$ cat src/rtl/wash_cycle_sequencer.sv
// Washer program sequencer: fill -> wash -> drain -> N x (fill -> rinse -> drain) -> spin,
// with pause, door interlock and fill/drain timeout faults.
module wash_cycle_sequencer #(
    parameter int TICK_DIV      = 1000,
    parameter int RINSE_TICKS   = 15,
    parameter int FILL_TIMEOUT  = 100,
    parameter int DRAIN_TIMEOUT = 80
) (
    input  logic       clk,
    input  logic       rst,
    input  logic       start,
    input  logic       pause,
    input  logic       fault_ack,
    input  logic       door_close,
    input  logic [1:0] prog_sel,
    input  logic       water_full,
    input  logic       water_empty,
    output logic       fill_valve,
    output logic       motor_on,
    output logic       drain_valve,
    output logic       door_lock,
    output logic       done,
    output logic       fault,
    output logic [2:0] phase,
    output logic [1:0] rinse_cnt
);

    localparam int PW = $clog2(TICK_DIV);
    localparam int TW = 16;
    localparam logic [PW-1:0] PRESC_LAST = PW'(TICK_DIV - 1);
    localparam logic [TW-1:0] FILL_LAST  = TW'(FILL_TIMEOUT - 1);
    localparam logic [TW-1:0] DRAIN_LAST = TW'(DRAIN_TIMEOUT - 1);
    localparam logic [TW-1:0] RINSE_LEN  = TW'(RINSE_TICKS);

    typedef enum logic [2:0] {
        S_IDLE    = 3'd0,
        S_FILL    = 3'd1,
        S_AGITATE = 3'd2,
        S_DRAIN   = 3'd3,
        S_SPIN    = 3'd4,
        S_DONE    = 3'd5,
        S_PAUSED  = 3'd6,
        S_FAULT   = 3'd7
    } state_t;

    state_t          r_state;
    state_t          w_state_next;
    state_t          r_ret;
    logic [1:0]      r_prog;
    logic [1:0]      r_rinse;
    logic [PW-1:0]   r_presc;
    logic [TW-1:0]   r_tcnt;

    logic [TW-1:0]   w_wash_len;
    logic [TW-1:0]   w_spin_len;
    logic [1:0]      w_num_rinse;
    logic [TW-1:0]   w_agi_len;
    logic            w_tick;
    logic            w_fill_to;
    logic            w_drain_to;
    logic            w_agi_end;
    logic            w_spin_end;
    logic            w_entry;
    logic            w_active;

    logic            w_fill, w_motor, w_drain, w_lock, w_done, w_fault;

    // Per-program durations selected from the latched program
    always_comb begin
        w_wash_len  = 16'd60;
        w_spin_len  = 16'd30;
        w_num_rinse = 2'd3;
        case (r_prog)
            2'd0: begin w_wash_len = 16'd20; w_spin_len = 16'd10; w_num_rinse = 2'd1; end
            2'd1: begin w_wash_len = 16'd40; w_spin_len = 16'd20; w_num_rinse = 2'd2; end
            default: ;
        endcase
    end

    assign w_tick     = (r_presc == PRESC_LAST);
    assign w_agi_len  = (r_rinse == 2'd0) ? w_wash_len : RINSE_LEN;
    assign w_fill_to  = w_tick && (r_tcnt == FILL_LAST);
    assign w_drain_to = w_tick && (r_tcnt == DRAIN_LAST);
    assign w_agi_end  = w_tick && (r_tcnt == w_agi_len - 16'd1);
    assign w_spin_end = w_tick && (r_tcnt == w_spin_len - 16'd1);
    assign w_active   = (r_state == S_FILL) || (r_state == S_AGITATE) ||
                        (r_state == S_DRAIN) || (r_state == S_SPIN);
    // Moving into or out of PAUSED is not a state entry: counts are kept
    assign w_entry    = (w_state_next != r_state) && (r_state != S_PAUSED) &&
                        (w_state_next != S_PAUSED);

    // Next-state logic; door fault > timeout > completion > pause
    always_comb begin
        w_state_next = r_state;
        case (r_state)
            S_IDLE:    if (start && door_close && (prog_sel != 2'd3)) w_state_next = S_FILL;
            S_FILL: begin
                if (!door_close)     w_state_next = S_FAULT;
                else if (w_fill_to)  w_state_next = S_FAULT;
                else if (water_full) w_state_next = S_AGITATE;
                else if (pause)      w_state_next = S_PAUSED;
            end
            S_AGITATE: begin
                if (!door_close)     w_state_next = S_FAULT;
                else if (w_agi_end)  w_state_next = S_DRAIN;
                else if (pause)      w_state_next = S_PAUSED;
            end
            S_DRAIN: begin
                if (!door_close)      w_state_next = S_FAULT;
                else if (w_drain_to)  w_state_next = S_FAULT;
                else if (water_empty) w_state_next = (r_rinse < w_num_rinse) ? S_FILL : S_SPIN;
                else if (pause)       w_state_next = S_PAUSED;
            end
            S_SPIN: begin
                if (!door_close)     w_state_next = S_FAULT;
                else if (w_spin_end) w_state_next = S_DONE;
                else if (pause)      w_state_next = S_PAUSED;
            end
            S_DONE:    w_state_next = S_IDLE;
            S_PAUSED: begin
                if (!door_close)     w_state_next = S_FAULT;
                else if (!pause)     w_state_next = r_ret;
            end
            S_FAULT:   if (fault_ack) w_state_next = S_IDLE;
            default:   w_state_next = S_IDLE;
        endcase
    end

    // State register plus program latch, return state and rinse count
    always_ff @(posedge clk or posedge rst) begin
        if (rst) begin
            r_state <= S_IDLE;
            r_ret   <= S_IDLE;
            r_prog  <= '0;
            r_rinse <= '0;
        end else begin
            r_state <= w_state_next;
            if (w_state_next == S_PAUSED && r_state != S_PAUSED)
                r_ret <= r_state;
            if (r_state == S_IDLE && w_state_next == S_FILL) begin
                r_prog  <= prog_sel;
                r_rinse <= '0;
            end else if (r_state == S_DRAIN && w_state_next == S_FILL) begin
                r_rinse <= r_rinse + 2'd1;
            end
        end
    end

    // Prescaler and tick counter: cleared on entry, advance only while a phase is active
    always_ff @(posedge clk or posedge rst) begin
        if (rst) begin
            r_presc <= '0;
            r_tcnt  <= '0;
        end else if (w_entry) begin
            r_presc <= '0;
            r_tcnt  <= '0;
        end else if (w_active) begin
            if (w_tick) begin
                r_presc <= '0;
                r_tcnt  <= r_tcnt + 16'd1;
            end else begin
                r_presc <= r_presc + 1'b1;
            end
        end
    end

    // Output decode of the next state so outputs register alongside the state
    always_comb begin
        w_fill  = (w_state_next == S_FILL);
        w_motor = (w_state_next == S_AGITATE) || (w_state_next == S_SPIN);
        w_drain = (w_state_next == S_DRAIN) || (w_state_next == S_SPIN);
        w_lock  = (w_state_next != S_IDLE) && (w_state_next != S_DONE);
        w_done  = (w_state_next == S_DONE);
        w_fault = (w_state_next == S_FAULT);
    end

    // Output registers
    always_ff @(posedge clk or posedge rst) begin
        if (rst) begin
            fill_valve  <= 1'b0;
            motor_on    <= 1'b0;
            drain_valve <= 1'b0;
            door_lock   <= 1'b0;
            done        <= 1'b0;
            fault       <= 1'b0;
        end else begin
            fill_valve  <= w_fill;
            motor_on    <= w_motor;
            drain_valve <= w_drain;
            door_lock   <= w_lock;
            done        <= w_done;
            fault       <= w_fault;
        end
    end

    assign phase     = r_state;
    assign rinse_cnt = r_rinse;

endmodule

$ cat config.mk
export PLATFORM = sky130hd
export DESIGN_NAME = wash_cycle_sequencer
export DESIGN_NICKNAME = d
export VERILOG_FILES = /design/src/rtl/wash_cycle_sequencer.sv
export SDC_FILE = /design/constraint.sdc
export NUM_CORES = 1
export LEC_CHECK = 0
export CAP_MARGIN = 20
export CORE_UTILIZATION = 53
export DETAILED_ROUTE_END_ITERATION = 10
export PLACE_DENSITY = 0.79
export SLEW_MARGIN = 20
export SYNTH_ARGS = -nofsm -noshare
export SYNTH_HDL_FRONTEND = slang
export SYNTH_SLANG_ARGS = --single-unit
export TNS_END_PERCENT = 30
$ cat constraint.sdc
create_clock -name clk -period 4.15 [get_ports clk]
set_input_delay 0.6225 -clock clk [delete_from_list [all_inputs] [get_ports clk]]
set_output_delay 0.6225 -clock clk [all_outputs]
set_load 0.1 [all_outputs]
Word level (Yosys, flattened, before mapping) --
Cells that the tools add are included.
Storage, ports and cells: register bits after elaboration 42, bits of input ports 10, output and inout bits 11, logic and storage cells 97
Cells by class: add/sub/neg operators 5, magnitude comparators 1, equality and inequality tests 25, mux-type cells 29, reduce and logical (&&, ||, !) cells 25
Operator list (number):
- 16-bit two-way mux | 4
- 3-bit two-way mux | 16
- 16-bit equality test | 2
- 16-bit by 7-bit equality test with 1-bit output (second input constant) | 2
- 16-bit by 1-bit subtractor with 16-bit output (second input constant) | 2
- 10-bit two-way mux | 3
- 3-bit equality test (second input constant) | 8
- 3-bit case mux with 8 select lines | 1
- 16-bit by 1-bit adder with 16-bit output (second input constant) | 1
- 3-bit by 2-bit equality test with 1-bit output (second input constant) | 4
- 1-bit logical AND | 12
- 6-bit case mux with 2 select lines | 1
- 10-bit by 1-bit adder with 10-bit output (second input constant) | 1
- 10-bit equality test (second input constant) | 1
- 5-bit case mux with 2 select lines | 1
- 3-bit != test (second input constant) | 3
- 3-bit by 1-bit equality test with 1-bit output (second input constant) | 2
- 2-bit nonzero test | 3
- 1-bit logical OR | 5
- 2-bit zero test | 2
- 2-bit two-way mux | 2
- 2-bit case mux with 2 select lines | 1
- 3-bit zero test | 1
- 3-bit != test | 1
- other kinds (6) | 6

Depth between registers and ports, before layout --
Gate-level depths: netlist of run 1.
depth after elaboration 14, depth in mapped cells 14, mapped depth without buffers 12

Worst setup path before layout of run 1 --
Ideal clock, no wire load.
kind register to register, from reg r_rinse[0] (netlist: rinse_cnt[0]), to reg r_tcnt[1], library setup time 70 ps, data arrival time 3786 ps, required time 4080 ps, slack 294 ps, stages on the path, launching flop included 15, path buffers 2, period minus slack after synthesis 3856 ps, cell sequence dfrtp_1 -> inv_1 -> ha_1 -> and2_1 -> ha_1 -> or3b_2 -> o211ai_1 -> xor2_1 -> nor4_1 -> o211ai_1 -> a221o_1 -> o221a_1 -> buf_6 -> buf_12 -> nor2_4
On the way: word-level cells in the longest chain between the ends 13, elaborated cells on any way between the ends 21, classes of those cells 1 x add/sub; 1 x order compare; 3 x eq/ne; 9 x mux; 7 x reduce/logical
RTL lines:
- start: declaration | RTL line 50 | logic [1:0] r_rinse;
- start signal: assignment | RTL line 144 | r_rinse <= r_rinse + 2'd1;
- 2-bit zero test | RTL line 81 | assign w_agi_len = (r_rinse == 2'd0) ? w_wash_len : RINSE_LEN;
- 16-bit two-way mux | RTL line 81
- 16-bit by 1-bit subtractor with 16-bit output | RTL line 84 | assign w_agi_end = w_tick && (r_tcnt == w_agi_len - 16'd1);
- 16-bit equality test | RTL line 84
- 1-bit logical AND | RTL line 84
- 3-bit two-way mux | RTL line 105 | else if (w_agi_end) w_state_next = S_DRAIN;
- 3-bit two-way mux | RTL line 104 | if (!door_close) w_state_next = S_FAULT;
- 3-bit case mux with 8 select lines * | RTL line 95 | case (r_state)
- 3-bit != test | RTL line 89 | assign w_entry = (w_state_next != r_state) && (r_state != S_PAUSED) &&
- 1-bit logical AND | RTL line 89
- 1-bit logical AND * | RTL line 89
- 2-bit nonzero test (no source line)
- 2-bit AND reduction (no source line)
- end signal: assignment | RTL line 160 | r_tcnt <= r_tcnt + 16'd1;
- end: declaration | RTL line 52 | logic [TW-1:0] r_tcnt;
Mark *: on every way between the ends. The rest lies on a longest branch, timed or not. A chain may end at the register's enable or synchronous reset.

Worst setup path after layout of run 1 --
from reg r_rinse[1] (netlist: rinse_cnt[1]), to reg r_tcnt[2]
On the way: word-level cells in the longest chain between the ends 13, elaborated cells on any way between the ends 21, classes of those cells 1 x add/sub; 1 x order compare; 3 x eq/ne; 9 x mux; 7 x reduce/logical
RTL lines:
- 2-bit zero test | RTL line 81
- 16-bit two-way mux | RTL line 81
- 16-bit by 1-bit subtractor with 16-bit output | RTL line 84
- 16-bit equality test | RTL line 84
- 1-bit logical AND | RTL line 84
- 3-bit two-way mux | RTL line 105
- 3-bit two-way mux | RTL line 104
- 3-bit case mux with 8 select lines * | RTL line 95
- named net w_state_next[2] | RTL line 47 | state_t w_state_next;
- 3-bit != test | RTL line 89
- 1-bit logical AND | RTL line 89
- 1-bit logical AND * | RTL line 89
- 2-bit nonzero test (no source line)
- 2-bit AND reduction (no source line)
Mark *: on every way through the listed nets, which the timed path passes. The rest lies on a longest branch.

==> impl_metrics.yaml, run 1 <==
pwr:
  p_leak_nw: 1.359
  max-vdd-ir-drop_mv: 0.5047
  power.total_mw: 2.533
  powerDensity_mw_per_mm2: 767.0
cts:
  h-tree-depth: 2
  clock_sinks: 42
  clkSlewWorstSetupHoldPaths_ns: 0.08
  cts_setup_buffers: 0
  clockBufferDepth: 2
  numCtsBuffers: 5
  cts_tree: "done"
  insertion_delay_ns: 0.29
  cts_resized: 0
  holdBufCountCts: 0
  cts-root-buf: "clkbuf_8"
logic_synthesis:
  synth_top_area_share_pct: 35.70
  ys_types: 65
  synthAdderAreaFrac_pct: 2.550
  yosys_warnings: 0
  synth_top_family_by_area: "simple AND/OR/NAND/NOR gates"
  syn_avg_cell_area_sq_um: 9.749
  synthArstFlopShare_pct: 100.0
  ys_top_cells_by_area: "dfrtp_1 36%, nor2_4 7.6%, xor2_1 4.5%"
  ys_seq_area_share_pct: 35.70
  muxShareOfSynthArea_pct: 1.487
  yosys.area.top_type: "dfrtp_1"
  syn_inst: 302
  yosys_most_used_dff: "dfrtp_1"
  ys_ff_latch: 42
  synth-compound-area-share_pct: 11.69
  synth_edf_count: 0
  synth_xor_area_share_pct: 7.140
  netlist_area_sq_mm: 0.002944
  synth_nets: 318
  synthSimpleGateAreaFrac_pct: 36.42
timing:
  drv_slew: 0
  fin_crit_sh_pct: 91.74
  whs_ns: 0.5102
  fin_skew_ns: 0.003369
  finalCriticalPeriod_ns: 3.807
  worst_slew_pin_slew_ns: 0.9734
  relSlewSlack_pct: 34.90
  setup_viol: 0
  fmax_mhz: 262.7
  finalHoldViolations: 0
  grt_setup_unrepaired: "no"
  tns_ns: 0
layout:
  seq_area_sq_mm: 0.001051
  multiInputGateArea_sq_mm: 0.001745
  area_delta_synth_final_pct: 12.20
  diodes: 0
  fillers: 432
  drive_above_1_share_pct: 16.04
  final_cells: 388
  fin_nets: 333
setup_path:
  r2r_cells: 13
  worstSetupPathType: "reg -> reg"
  end_kind: "flop"
  crit_required_ns: 4.33
  critPathMaxFanout: 13
  cp.arrival_ns: 3.99
  reg2reg_slack_ns: 0.34
  critPathLaunchType: "flop"
drt:
  drt_iter0_drc: 157
  drt_pass1_iterations: 5
  drtAntennaViolNets: 0
  drc_errors: 0
  drt-wirelength-per-cell_um: 15.92
  routed-via-count: 2361
  viasPerCell: 6.085
  wl_um: 6176
die:
  start_util_pct: 56.21
  core.rowCount: 26
  core_sq_mm: 0.005238
  die_x_um: 76.53
  dieArea_sq_mm: 0.005857
  die_y_um: 76.53
  io_pins: 21
place:
  dpl.hpwl_um: 4459
  dp_cells: 380
  place_congestion: 1.013
  placement.io_buffers: 20
global_routing:
  grt_max_degree: 43
  grt_usage_pct: 23.29
  antenna_found_initial: 0
  first_global_vias: 2337
  grt_pass1_wl_um: 10960
  grt-ovfl-total: 0
outcome:
  status: "finished, final reports clean"
job:
  cap_viol_max_count: 0
worst_hold_path:
  min_path_type: "reg -> reg"
  hold_depth: 1
cells in the mapped netlist (3+ instances only):
master     n
nor3_1    11
nor2_4    20
nand3b_1   4
xnor2_1    9
nor2b_1    7
clkbuf_1   4
a31oi_1    4
buf_2      8
o21ai_0    9
a21oi_1   10
inv_1      9
nand2b_1   7
nor3b_1    5
nand3_1   16
mux2_2     3
nor2_1    12
and2_1     7
nand4_1    6
ha_1       6
o211ai_1   3
nand2_1   21
xor2_1    15
dfrtp_1   42
and3_1    10
worst max-delay path, cell delays in order, from the launching register on:
cell	delay (ns)
dfrtp_1	0.42
inv_1	0.07
ha_1	0.29
and2_1	0.21
ha_1	0.19
or3b_2	0.44
o211ai_1	0.12
xor2_1	0.11
nor4_1	0.46
o211ai_2	0.26
nand3b_2	0.25
o221a_2	0.55
buf_4	0.28
nor2_4	0.05
worst paths after layout:
check | from | endpoint
worst max-delay path | rinse_cnt[1] | r_tcnt[2]
worst min-delay path | r_ret[1] | r_ret[1]
worst max register to register | rinse_cnt[1] | r_tcnt[2]
worst min register to register | r_ret[1] | r_ret[1]
max in group asynchronous | rst | r_tcnt[15]
min in group asynchronous | rst | r_presc[2]
report_power, final:
part	switching, mW	internal [mW]	leakage (nW)
Clock	0.143	0.257	0.0714
Combinational	1.03	0.497	0.727
Sequential	0.122	0.489	0.560
cell type report:
cell class	instances	share of cell area (%)
multi-input cells	235	52.84
well taps	70	2.652
clock inverters	2	1.818
clock buffers	6	2.500
flip-flops and latches	42	31.82
repair buffers	24	7.348
inverters	9	1.023
cells by family after synthesis:
logic type | count (synthesis)
AO/OA/AOI/OAI | 47
XOR/XNOR | 24
adder cells (fa/ha/maj) | 6
buffers and inverters | 25
flip-flops | 42
multiplexers | 4
AND/OR/NAND/NOR | 154
stage by stage:
step	utilization, %	instance area [sq um]	setup WS (ns)
5_1_grt	63.07	3303	0.07121
4_1_cts	63.07	3303	0.3541
6_report	63.07	3303	0.3427
3_5_place_dp	60.34	3161	0.3919
2_1_floorplan	-	2944	0.2939
3_3_place_gp	60.34	3161	0.5398
cell usage in the layout, fill, tap and decap left out, types with 10 or more instances in the layout:
cell	Yosys	routed
nand2_1	21	21
nor3_1	11	11
xor2_1	15	15
nor2_1	12	12
nand3_1	16	16
nor2_4	20	20
dfrtp_1	42	42
clkdlybuf4s50_1	0	20
and3_1	10	10
a21oi_1	10	10
per-layer routing:
metal | global-route usage, % | part of all wire (%)
met1 | 30.40 | 45
met2 | 38.02 | 47
met3 | 4.910 | 6.2
met4 | 8.462 | 2.0
met5 | 0 | 0
state kept, by name, indices dropped and copies added, names as in the netlist:
register / cells
r_ret: 3
r_prog: 2
motor_on: 1
done: 1
r_presc: 10
door_lock: 1
fill_valve: 1
phase: 3
drain_valve: 1
rinse_cnt: 2
r_tcnt: 16
fault: 1
Power figures use the tool's default switching activity.
==> run 2: changes to the inputs <==
--- a/config.mk
+++ b/config.mk
@@ -6,9 +6,9 @@
 export NUM_CORES = 1
 export LEC_CHECK = 0
 export CAP_MARGIN = 20
-export CORE_UTILIZATION = 53
+export CORE_UTILIZATION = 45
 export DETAILED_ROUTE_END_ITERATION = 10
-export PLACE_DENSITY = 0.79
+export PLACE_DENSITY = 0.7
 export SLEW_MARGIN = 20
 export SYNTH_ARGS = -nofsm -noshare
 export SYNTH_HDL_FRONTEND = slang
==> constraint.sdc (replaced) <==
create_clock -name clk -period 4.15 [get_ports clk]
set_input_delay 0.83 -clock clk [delete_from_list [all_inputs] [get_ports clk]]
set_output_delay 0.83 -clock clk [all_outputs]
set_load 0.1 [all_outputs]
==> impl_metrics.yaml, run 2 (synthesis results as in run 1) <==
worst_hold_path:
  hold_depth: 1
  worstHoldStart: "r_ret[1]"
  min_path_type: "reg -> reg"
  min_to: "r_ret[1]"
drt:
  drc_errors: 0
  drt-wirelength-per-cell_um: 15.29
  routed-via-count: 2306
  wl_um: 6025
  viasPerCell: 5.853
  drtAntennaViolNets: 0
  drt_iter0_drc: 174
  drt_pass1_iterations: 5
place:
  dp_cells: 386
  dpl.hpwl_um: 4405
  place_congestion: 0.9009
  placement.io_buffers: 20
pwr:
  max-vdd-ir-drop_mv: 0.6790
  p_leak_nw: 1.335
  powerDensity_mw_per_mm2: 737.4
cts:
  clockBufferDepth: 2
  cts_tree: "done"
  cts-root-buf: "clkbuf_8"
  clkSlewWorstSetupHoldPaths_ns: 0.08
  cts_resized: 0
  holdBufCountCts: 0
  numCtsBuffers: 5
  clock_sinks: 42
  cts_setup_buffers: 0
  insertion_delay_ns: 0.30
  h-tree-depth: 2
timing:
  fmax_mhz: 280.9
  relSlewSlack_pct: 34.59
  tns_ns: 0
  drv_slew: 0
  worst_slew_pin_slew_ns: 0.9780
  fin_skew_ns: 0.01058
  fin_crit_sh_pct: 85.79
  setup_viol: 0
  grt_setup_unrepaired: "no"
  finalHoldViolations: 0
  finalCriticalPeriod_ns: 3.560
global_routing:
  grt_usage_pct: 18.86
  grt_pass1_wl_um: 10630
  grt-ovfl-total: 0
  antenna_found_initial: 0
  first_global_vias: 2230
  grt_max_degree: 43
die:
  io_pins: 21
  core_sq_mm: 0.006350
  dieArea_sq_mm: 0.006870
  die_y_um: 82.89
  core.rowCount: 29
  die_x_um: 82.89
  start_util_pct: 46.36
layout:
  diodes: 0
  mostFrequentLayoutCell: "dfrtp_1"
  fin_nets: 332
  final_cell_mix: "42 x dfrtp_1, 21 x nand2_1, 20 x nor2_4, 20 x clkdlybuf4s50_1, 16 x nand3_1"
  final_core_util_pct: 51.53
  top_regs: "r_tcnt: 16 flops, r_presc: 10 flops"
  regMostFlops: "r_tcnt"
  drive_above_1_share_pct: 15.46
  final_cells: 394
  area_delta_synth_final_pct: 11.13
  largest_reg_flops: 16
setup_path:
  critPathSlowestCell: "nor4_1"
  critPathMaxFanout: 26
  crit_start: "rinse_cnt[0]"
  worstSetupPathType: "reg -> reg"
  reg2reg_slack_ns: 0.59
  cp_slowest_stage_delay_ns: 0.45
  cpMostUsedCell: "ha_1"
  end_kind: "flop"
  crit_path_cell_trace: "inv_1 > ha_1 > and2_1 > ha_1 > or3b_2 > o211ai_1 > xor2_1 > nor4_1 > o211ai_2 > nand3b_2 > o221a_2 > buf_12 > nor3_1"
  critPathLaunchType: "flop"
  r2r_end: "r_presc[3]"
  r2r_start: "rinse_cnt[0]"
  crit_required_ns: 4.31
  cp.arrival_ns: 3.72
  r2r_cells: 13
job:
  cap_viol_max_count: 0
outcome:
  status: "finished, final reports clean"
run 2: cell types whose count changed in the layout (fill, tap and decap cells not counted):
cell / delta
clkinvlp_4: +1
bufinv_16: -1
clkbuf_8: -1
clkbuf_1: +1
buf_4: -1
run 2: worst max path at each step:
stage / end / cells past startpoint
after floorplan: r_tcnt[1] / 14
after global placement: r_presc[3] / 9
after detailed placement: r_presc[3] / 9
after CTS: r_presc[3] / 13
after global routing: r_presc[3] / 13
final: r_presc[3] / 13
run 2: per-layer routing:
| layer | GRT usage, % | part of all wire [%] |
|---|---|---|
| met1 | 27.64 | 48 |
| met2 | 28.54 | 46 |
| met3 | 3.280 | 4.1 |
| met4 | 5.486 | 1.2 |
| met5 | 0 | 0 |
run 2: layout make-up:
cell class,count,area [sq um]
clock inverter,2,37.54
multi-input combinational,235,1745
timing repair buffer,23,235.2
tap,77,96.34
inverter,9,33.78
fill,590,3078
clock buffer,6,72.57
sequential,42,1051
run 2: power breakdown:
group,internal [mW],switching (mW)
logic,0.464,1.02
clock network,0.179,0.141
registers,0.489,0.121
total,1.13,1.28
run 2: stage by stage:
stage | setup slack, ns | instance area (sq um) | total power, mW | hold slack (ns)
global route | 0.3459 | 3272 | 2.565 | 0.5173
CTS | 0.5526 | 3272 | 2.430 | 0.5073
finish | 0.5898 | 3272 | 2.413 | 0.5030
global placement | 0.5184 | 3162 | 2.095 | 0.5054
floorplan | 0.2939 | 2944 | 1.912 | 0.4547
detailed placement | 0.4801 | 3162 | 2.101 | 0.4883
run 2: worst max-delay path: cells and delay by family (launching register included):
kind	cells	cell delay (ns)
and+or+nand+nor	5	1.45
AOI/OAI and AO/OA	3	0.61
adders and majority gates	2	0.49
DFF	1	0.42
buffers and inverters	2	0.33
xor gates and xnor gates	1	0.10
==> run 3: changes to the inputs <==
--- a/config.mk
+++ b/config.mk
@@ -7,6 +7,7 @@
 export LEC_CHECK = 0
 export CAP_MARGIN = 20
 export CORE_UTILIZATION = 45
+export CTS_CLUSTER_SIZE = 16
 export DETAILED_ROUTE_END_ITERATION = 10
 export PLACE_DENSITY = 0.7
 export SLEW_MARGIN = 20
==> results of run 3 <==
Same layout as run 2: the final DEF is identical, and so are final timing and power.
==> edit (config.mk and constraints of run 3) <==
`TW`: 16 -> 15.
--- a/src/rtl/wash_cycle_sequencer.sv
+++ b/src/rtl/wash_cycle_sequencer.sv
@@ -28,3 +28,3 @@
     localparam int PW = $clog2(TICK_DIV);
-    localparam int TW = 16;
+    localparam int TW = 15;
     localparam logic [PW-1:0] PRESC_LAST = PW'(TICK_DIV - 1);
Check against the original RTL: same outputs for any inputs over 10 cycles, from zero or initial values and one cycle with rst high; that may be too few to reach the edited logic, so the function may still have changed.
==> edit against run 3 <==
Final area shrank 2.3%; worst setup slack worse by 300 ps; wire length grew 2.4%; sequential power fell by 9.0%; sequential cell count fell by 1; area after synthesis shrank 4.4%; die area down 4.3%; power fell by 2.4%; non-clock buffer count rose by 3; critical path type unchanged; critical endpoint is now r_presc[8]; largest cell class unchanged.
==> edit: results (changes against run 3) <==
Run status
  • Outcome: finished clean

GRT
  • Grt met3 use: 0.0348 (+0.00203)
  • Vias in the first global route: 2214 (-0.72%)
  • Gr usage total: 0.205 (+0.0164)
  • First-pass GRT wire length: 10.3 mm (-3.1%)

Place
  • Post-DP HPWL: 4.39 mm (-0.30%)
  • GPL Wtd Cong: 0.900 (-0.12%)

Timing
  • Worst hold slack: 503 ps (+0.504 ps)
  • Clock skew: 13.4 ps (+2.78 ps)
  • F_max: 259 MHz (-7.7%)

Final layout
  • Share of cells above drive strength 1: 0.165 (+0.00998)

Setup path
  • R2R cell count: 9 (-4)
  • CP startpoint: r_tcnt[0]
  • Critical path peak fanout: 25 (-3.8%)
  • CP Data Arrival Time: 4070 ps (+350 ps)

Power and ir drop
  • VDD IR max: 756 µV (+11%)

Logic synthesis
  • Synth Area in Compound Gates: 0.150 (+0.0329)
  • Register area share after synthesis: 0.364 (+0.00745)
  • Syn Nets: 315 (-0.94%)
  • Post-synthesis mux area share: 0.0262 (+0.0113)
  • Most frequent cells after synthesis: dfrtp_1, nand2_1, nor3_2, nor2_1, xor2_1
  • Largest cells by area after synthesis: dfrtp_1, nor3_2, xor2_1

Routing
  • DR iter-0 viols: 133 (-24%)
  • Wire length per cell: 15.8 µm (+3.2%)

Worst hold path
  • HP Start: r_ret[2]
  • Hold Path End: r_ret[2]
-- edit: cell count changes in the layout (fill, tap and decap cells not counted), moves of 4 or more --
cell / run 3 / this run
nand3_1: 16 / 6
nor3_2: 1 / 20
nor2_4: 20 / 0
or3_1: 1 / 7
nor2_1: 12 / 17
nor3b_1: 5 / 1
nor2b_1: 7 / 3
-- edit: area by class of cell --
class | instances | area, µm²
Fill cell | 540 | 2790
Multi-Input combinational cell | 230 | 1660
Sequential cell | 41 | 1030
Timing Repair Buffer | 26 | 258
Tap cell | 75 | 93.8
Clock buffer | 5 | 68.8
Clock inverter | 3 | 46.3
Inverter | 11 | 41.3
-- edit: where the power goes --
group | internal (mW) | switching (mW) | leakage (nW)
combinational | 0.463 | 1.01 | 0.695
sequential | 0.481 | 0.0742 | 0.546
clock | 0.180 | 0.147 | 0.0543
-- edit: layer usage --
layer / share of wire / wire (µm)
met5: 0 / 0
met4: 0.016 / 97
met3: 0.042 / 259
met1: 0.46 / 2840
met2: 0.48 / 2980
